## config.mk

```make
export PLATFORM = sky130hd
export DESIGN_NAME = key_slice_assembler
export DESIGN_NICKNAME = d
export VERILOG_FILES = /design/src/rtl/key_slice_assembler.sv
export SDC_FILE = /design/constraint.sdc
export NUM_CORES = 2
export LEC_CHECK = 0
export ABC_AREA = 1
export CORE_ASPECT_RATIO = 1.25
export CORE_UTILIZATION = 40
export DETAILED_ROUTE_END_ITERATION = 8
export SLEW_MARGIN = 10
export SYNTH_ARGS = -nofsm -noshare
export SYNTH_HDL_FRONTEND = slang
export SYNTH_SLANG_ARGS = --single-unit
```

## constraint.sdc

```tcl
create_clock -name clk -period 4.6 [get_ports clk]
set_input_delay 0.69 -clock clk [delete_from_list [all_inputs] [get_ports clk]]
set_output_delay 0.69 -clock clk [all_outputs]
set_load 0.005 [all_outputs]
```

## src/rtl/key_slice_assembler.sv

```systemverilog
// Collects NUM_SLICES slice beats, MSB slice first, into one wide key and holds
// it until downstream takes it. Framing errors drop the frame and pulse frame_err.
module key_slice_assembler #(
  parameter int SLICE_W    = 64,
  parameter int NUM_SLICES = 8
) (
  input  logic                          clk,
  input  logic                          rst_n,
  input  logic                          s_valid,
  output logic                          s_ready,
  input  logic [SLICE_W-1:0]            s_data,
  input  logic                          s_last,
  input  logic                          s_abort,
  output logic [SLICE_W*NUM_SLICES-1:0] key_out,
  output logic                          key_valid,
  input  logic                          key_ready,
  output logic                          frame_err,
  output logic [$clog2(NUM_SLICES)-1:0] slice_cnt
);

  localparam int KEY_W = SLICE_W * NUM_SLICES;
  localparam int CNT_W = $clog2(NUM_SLICES);
  localparam logic [CNT_W-1:0] LAST_IDX = CNT_W'(NUM_SLICES - 1);

  localparam logic [0:0] COLLECT = 1'b0;
  localparam logic [0:0] HOLD    = 1'b1;

  logic [0:0]       state;
  logic [KEY_W-1:0] asm_buf;
  logic [KEY_W-1:0] merged;
  logic             accept;
  logic             at_last;

  assign s_ready   = (state == COLLECT);
  assign key_valid = (state == HOLD);
  assign accept    = s_valid && s_ready && !s_abort;
  assign at_last   = (slice_cnt == LAST_IDX);

  // Buffer with the incoming beat dropped into its slot; used for both the
  // running store and the completed-key copy so the final slice is included.
  always_comb begin
    merged = asm_buf;
    for (int unsigned i = 0; i < NUM_SLICES; i++) begin
      if (slice_cnt == CNT_W'(i)) begin
        merged[KEY_W-1-SLICE_W*i -: SLICE_W] = s_data;
      end
    end
  end

  always_ff @(posedge clk) begin
    if (!rst_n) begin
      state     <= COLLECT;
      asm_buf   <= '0;
      key_out   <= '0;
      slice_cnt <= '0;
      frame_err <= 1'b0;
    end else begin
      frame_err <= 1'b0;
      case (state)
        COLLECT: begin
          if (s_abort) begin
            asm_buf   <= '0;
            slice_cnt <= '0;
          end else if (accept) begin
            if (s_last && at_last) begin
              key_out   <= merged;
              asm_buf   <= '0;
              slice_cnt <= '0;
              state     <= HOLD;
            end else if (s_last != at_last) begin
              asm_buf   <= '0;
              slice_cnt <= '0;
              frame_err <= 1'b1;
            end else begin
              asm_buf   <= merged;
              slice_cnt <= slice_cnt + 1'b1;
            end
          end
        end
        HOLD: begin
          if (key_ready) begin
            state <= COLLECT;
          end
        end
        default: state <= COLLECT;
      endcase
    end
  end

endmodule

```

Word level (Yosys, flattened, before mapping)
Cells that the tools add are included.
Widths: inputs -> output; s select.
{"block": "word_totals", "elab_cells": 49, "out_inout_bits": 518, "reg_bits": 1029, "input_bits": 70}
{"block": "op_classes", "add_sub_neg": 1, "muxes": 22, "bitwise_logic": 4, "reduce_logical": 9, "n_eq_ne": 8}
{"cell": "$mux 512", "count": 4}
{"cell": "$mux 64", "count": 8}
{"cell": "$eq 3x3->1 const B", "count": 4}
{"cell": "$mux 3", "count": 4}
{"cell": "$eq 3x2->1 const B", "count": 2}
{"cell": "$mux 1", "count": 5}
{"cell": "$reduce_or 5->1", "count": 1}
{"cell": "$not 1->1", "count": 4}
{"cell": "$reduce_and 4->1", "count": 1}
{"cell": "$add 3x1->3 const B", "count": 1}
{"cell": "$eq 3x1->1 const B", "count": 1}
{"cell": "$logic_and 1x1->1", "count": 3}
{"cell": "$logic_not 3->1", "count": 1}
{"cell": "$pmux 1 s2", "count": 1}
{"cell": "$reduce_and 2->1", "count": 1}
{"cell": "$reduce_bool 2->1", "count": 1}
{"cell": "$logic_not 1->1", "count": 1}
{"cell": "$ne 1x1->1", "count": 1}

Depth between registers and ports, before layout
{"block": "depth", "ltp_word": 6, "mapped_depth": 12, "mapped_depth_nobuf": 9}

Worst setup path after synthesis
No wires, ideal clock.
{"block": "synth_path", "path_kind": "register -> register", "from": "register slice_cnt[0]", "to": "register asm_buf[289]", "synth_period_minus_slack_ns": 2.073, "n_path_buf": 3, "stages_incl_launch_ff": 12, "required_time_ns": 4.530, "setup_time_ns": 0.070, "arrival_ns": 2.002, "setup_slack_ns": 2.527, "path_cell_list": "dfxtp_1 > ha_1 > ha_1 > ha_1 > nor2_1 > nand2_2 > nor2_2 > buf_4 > buf_6 > buf_6 > nand2_1 > a21oi_1"}
{"block": "synth_between", "elab_chain_cells": 6, "elab_cells_between_ends": 9, "classes_between": "eq/ne (3); mux (5); reduce/logical (1)"}
{"element": "start: declaration", "line_no": "18", "rtl": "output logic [$clog2(NUM_SLICES)-1:0] slice_cnt"}
{"element": "start signal: assignment", "line_no": "76", "rtl": "slice_cnt <= slice_cnt + 1'b1;"}
{"element": "$eq 3x2->1 or $eq 3x3->1 (tied branches)", "line_no": "44, 37"}
{"element": "$mux 64 or $ne 1x1->1 (tied branches)", "line_no": "44, 70"}
{"element": "$mux 512", "line_no": "70", "rtl": "end else if (s_last != at_last) begin"}
{"element": "$mux 512 (*)", "line_no": "65", "rtl": "if (s_last && at_last) begin"}
{"element": "$mux 512 (*)", "line_no": "64", "rtl": "end else if (accept) begin"}
{"element": "$mux 512 (*)", "line_no": "61", "rtl": "if (s_abort) begin"}
{"element": "end signal: assignment", "line_no": "75", "rtl": "asm_buf <= merged;"}
{"element": "end: declaration", "line_no": "29", "rtl": "logic [KEY_W-1:0] asm_buf;"}
Mark *: on every way between the ends. The rest lies on a longest branch, timed or not. The select of a mux whose other input is x is not followed.
A chain may end at the register's enable or synchronous reset.

Worst setup path after layout
{"block": "layout_path", "from": "register slice_cnt[2]", "to": "register key_out[80]"}
{"block": "layout_between", "elab_chain_cells": 3, "elab_cells_between_ends": 5, "classes_between": "eq/ne (2); mux (1); reduce/logical (2)"}
{"element": "$eq 3x3->1", "line_no": "37", "rtl": "assign at_last = (slice_cnt == LAST_IDX);"}
{"element": "$logic_and 1x1->1", "line_no": "65"}
{"element": "$reduce_and 4->1 (no source line)"}
{"element": "end signal: assignment", "line_no": "66", "rtl": "key_out <= merged;"}
{"element": "end: declaration", "line_no": "14", "rtl": "output logic [SLICE_W*NUM_SLICES-1:0] key_out,"}
Several ways; a longest one is shown, not always the timed one.

==> summary.md <==
| Metric | Value |
|---|---|
| Status | completed |
| Clk network pwr share | approximately 48% |
| Final hold vios | 0 |
| CTS resizes | 0 |
| Most frequent cells in the layout | nand2_1, nor2_1, dfxtp_1 |
| Top Layer Used | met5 |
| Final Cycle Share | between 70% and 80% |
| Die Y | 393 um |
| Crit path from | slice_cnt[2] |
| Minimum clock period | roughly 3300 ps |
| Endpoint type of the worst setup path | flip-flop |
| Worst r2r src | slice_cnt[2] |
| Residual DRC count | 0 |
| RSZ-0062 raised after global routing | false |
| Met2 wire length | 70.1 mm |
| Final TNS setup | 0 ps |
| Vias per inst | between 5 and 6 |
| Routed met1 length | 78.4 mm |
| Slew Viols, Final | 0 |
| Net Sw Frac | between 20% and 30% |
| Final Setup Violations | 0 |
| FF-to-FF setup slack | 1350 ps |
| Pwr Density | about 330 nW/um^2 |
| Hold Buf Count CTS | 0 |
| Row count | approximately 140 |
| Vias in the first global route | 44000 |
| Critical path data required time | 5210 ps |
| Layout Nets | just over 8000 |
| CTS tree | built |
| Sink Count | 1029 |
| Buffer count from post-CTS setup fixing | 0 |
| Static leakage | roughly 23 nW |
| Via count | around 50000 |
| FF+latch count, synth | between 1000 and 1500 |
| Reg area | between 20000 and 25000 um^2 |
| Detailed Routing Iterations Pass 1 | 5 |
| CP startpoint kind | flip-flop |
| H-tree depth | 3 |
| Placer Congestion | a little over 0.8 |
| Sequential power share | a little under half |
| Critical path's most frequent cell | nand2_1 |
| Initial antenna violation count | 8 |
| Internal | approximately 15 mW |
| Hold Crit Class | in2reg |
| Net switching power | around 4.7 mW |
| Multi-input logic area | approximately 24000 um^2 |
| Worst slew pin tran | 1180 ps |
| Starting Density | about two fifths |
| Commonest non-fill, non-tap cell in the layout | nand2_1 |
| Pin count of the biggest net entering global routing | 212 |
| Final ANT Viol Nets | 0 |
| Total Wirelength | between 150 and 200 mm |
| Yosys warns | 0 |
| MaxCap Viol Count | 0 |
| Final core utilization | between 40% and 50% |
| Slowest-stage cell, CP | nand2_2 |
| Die Area | 124000 um^2 |
| Distinct cells, synth | 18 |
| CTS buffer count | between 100 and 150 |
| Clock root buffer | clkbuf_16 |
| Slew Limit Headroom | 21.4% |
| Syn Std Cell Area | between 40000 and 50000 um^2 |
| Bufs on Longest Clock Path | 3 |
| Port buffer count | ~600 |
| CP endpoint | key_out[80] |
| Clk Latency, worst-skew pair | between 700 and 800 ps |
| CP Class | reg2reg |
| Combinational fraction of design power | roughly 5.9% |
| Post-Route Skew | roughly 23 ps |
| Post-synthesis area per instance | roughly 6.1 um^2 |
| RR Endpoint | key_out[80] |
| Sequential fraction of the synthesis area | a little over two fifths |
| Syn Nets | between 8000 and 9000 |
| Synth Instances | about 8000 |
| CP Cell Sequence | buf_12 > nand2_2 > buf_4 > nand2_1 > nand2_1 > inv_1 > nand2_1 > nand2_1 > nor2_1 |
| Die Wd | about 310 um |
| First-pass GRT wire length | approximately 260 mm |
| Met3 wire length | between 10 and 15 mm |
| Clock slew at reported path FFs | roughly 60 ps |
| Arrival time at the worst endpoint | just under 4000 ps |
| Worst-path fanout max | 197 |
| Max Clock Freq | between 300 and 400 MHz |
| Global route overflow | 0 |
| Area grow syn2layout | 20.1% |
| DR iter-0 viols | between 4000 and 5000 |
| Total GRT Usage | a little over a quarter |
| Peak VDD IR | 0.259 mV |
| WL/cell | around 17 um |
| Hpwl dp | 103 mm |
| Area of the core | between 100000 and 150000 um^2 |
| # IOs | slightly below 600 |
| Layout cells sized above 1 | between 3 and 4% |
| Fillers | 12600 |
| Worst path max stage delay | roughly 920 ps |
| R2R cell count | 9 |
==> registers in the layout, indices dropped and copies added, names as in the netlist <==
| signal | count |
|---|---|
| slice_cnt | 3 |
| key_valid | 1 |
| frame_err | 1 |
| key_out | 512 |
| asm_buf | 512 |
==> synth_stat cells <==
| master | n | area share [%] |
|---|---|---|
| nand2_1 | 3481 | 27 |
| nor2_1 | 1079 | 8.3 |
| dfxtp_1 | 1029 | 42 |
| nand3_1 | 578 | 5.9 |
| a21oi_1 | 498 | 5.1 |
| inv_1 | 470 | 3.6 |
| clkbuf_1 | 254 | 2.0 |
| buf_2 | 229 | 2.3 |
| o21ai_0 | 226 | 2.3 |
| buf_4 | 45 | 0.69 |
| buf_1 | 43 | 0.33 |
| buf_6 | 12 | 0.28 |
| ha_1 | 7 | 0.18 |
| inv_2 | 3 | 0.023 |
| nor2_2 | 2 | 0.026 |
| clkinv_1 | 1 | 0.0077 |
| nand2_2 | 1 | 0.013 |
| o21ai_2 | 1 | 0.018 |
==> final cells by class <==
cell class | instances | area share [%]
diodes | 4 | 0.0171
inverters | 474 | 3.07
multi-input cells | 5873 | 40.7
flip-flops and latches | 1029 | 35.1
clock inverters | 32 | 0.712
clock buffers | 162 | 5.51
well taps | 1595 | 3.40
repair buffers | 665 | 11.5
==> stage by stage <==
step / hold slack (ps) / power, mW / worst slack [ps] / instance area (um^2) / cells
floorplan: 445 / 9.81 / 2530 / 48900 / 7959
global placement: 451 / 10.3 / 1240 / 55000 / 9636
global route: 432 / 19.9 / 1160 / 58700 / 9832
finish: 392 / 19.2 / 1350 / 58700 / 9834
CTS: 378 / 19.4 / 1250 / 58700 / 9830
detailed placement: 455 / 10.3 / 1260 / 55000 / 9636
==> cells by family (layout without fill, tap and decap cells) <==
kind of cell	count (synthesis)	in the layout	share of synthesized area, %
DFF	1029	1029	42.2
and+or+nand+nor	5141	5141	41.0
buffers and inverters	1057	1333	9.24
other	0	4	0
adders and majority gates	7	7	0.179
AOI/OAI and AO/OA	725	725	7.43
==> routing by layer <==
layer | global-route usage (%) | up-vias
met5 | 0 | -
met4 | 7.71 | 2
met3 | 5.31 | 198
li1 | - | 24700
met2 | 38.3 | 1693
met1 | 38.1 | 22600
==> worst max-delay path, delay by kind of cell, from the launching register on <==
kind,cells,cell delay (ps)
flip-flops,1,420
AND/OR/NAND/NOR,6,1320
buffers and inverters,3,1130
==> power by group through the flow <==
stage	registers, mW	clock network, mW	logic [mW]
floorplan	9.14	0	0.666
global placement	9.14	0	1.12
detailed placement	9.14	0	1.12
CTS	8.94	9.35	1.13
global route	8.94	9.71	1.23
finish	8.94	9.17	1.13
==> worst min-delay path by stage <==
stage	start	endpoint	cells past startpoint
5_1_grt	rst_n	key_out[70]	3
6_report	rst_n	key_out[70]	3
2_1_floorplan	asm_buf[120]	asm_buf[120]	2
3_3_place_gp	asm_buf[97]	asm_buf[97]	2
3_5_place_dp	asm_buf[166]	asm_buf[166]	2
4_1_cts	rst_n	key_out[70]	3
(Power assumes the default switching activity.)
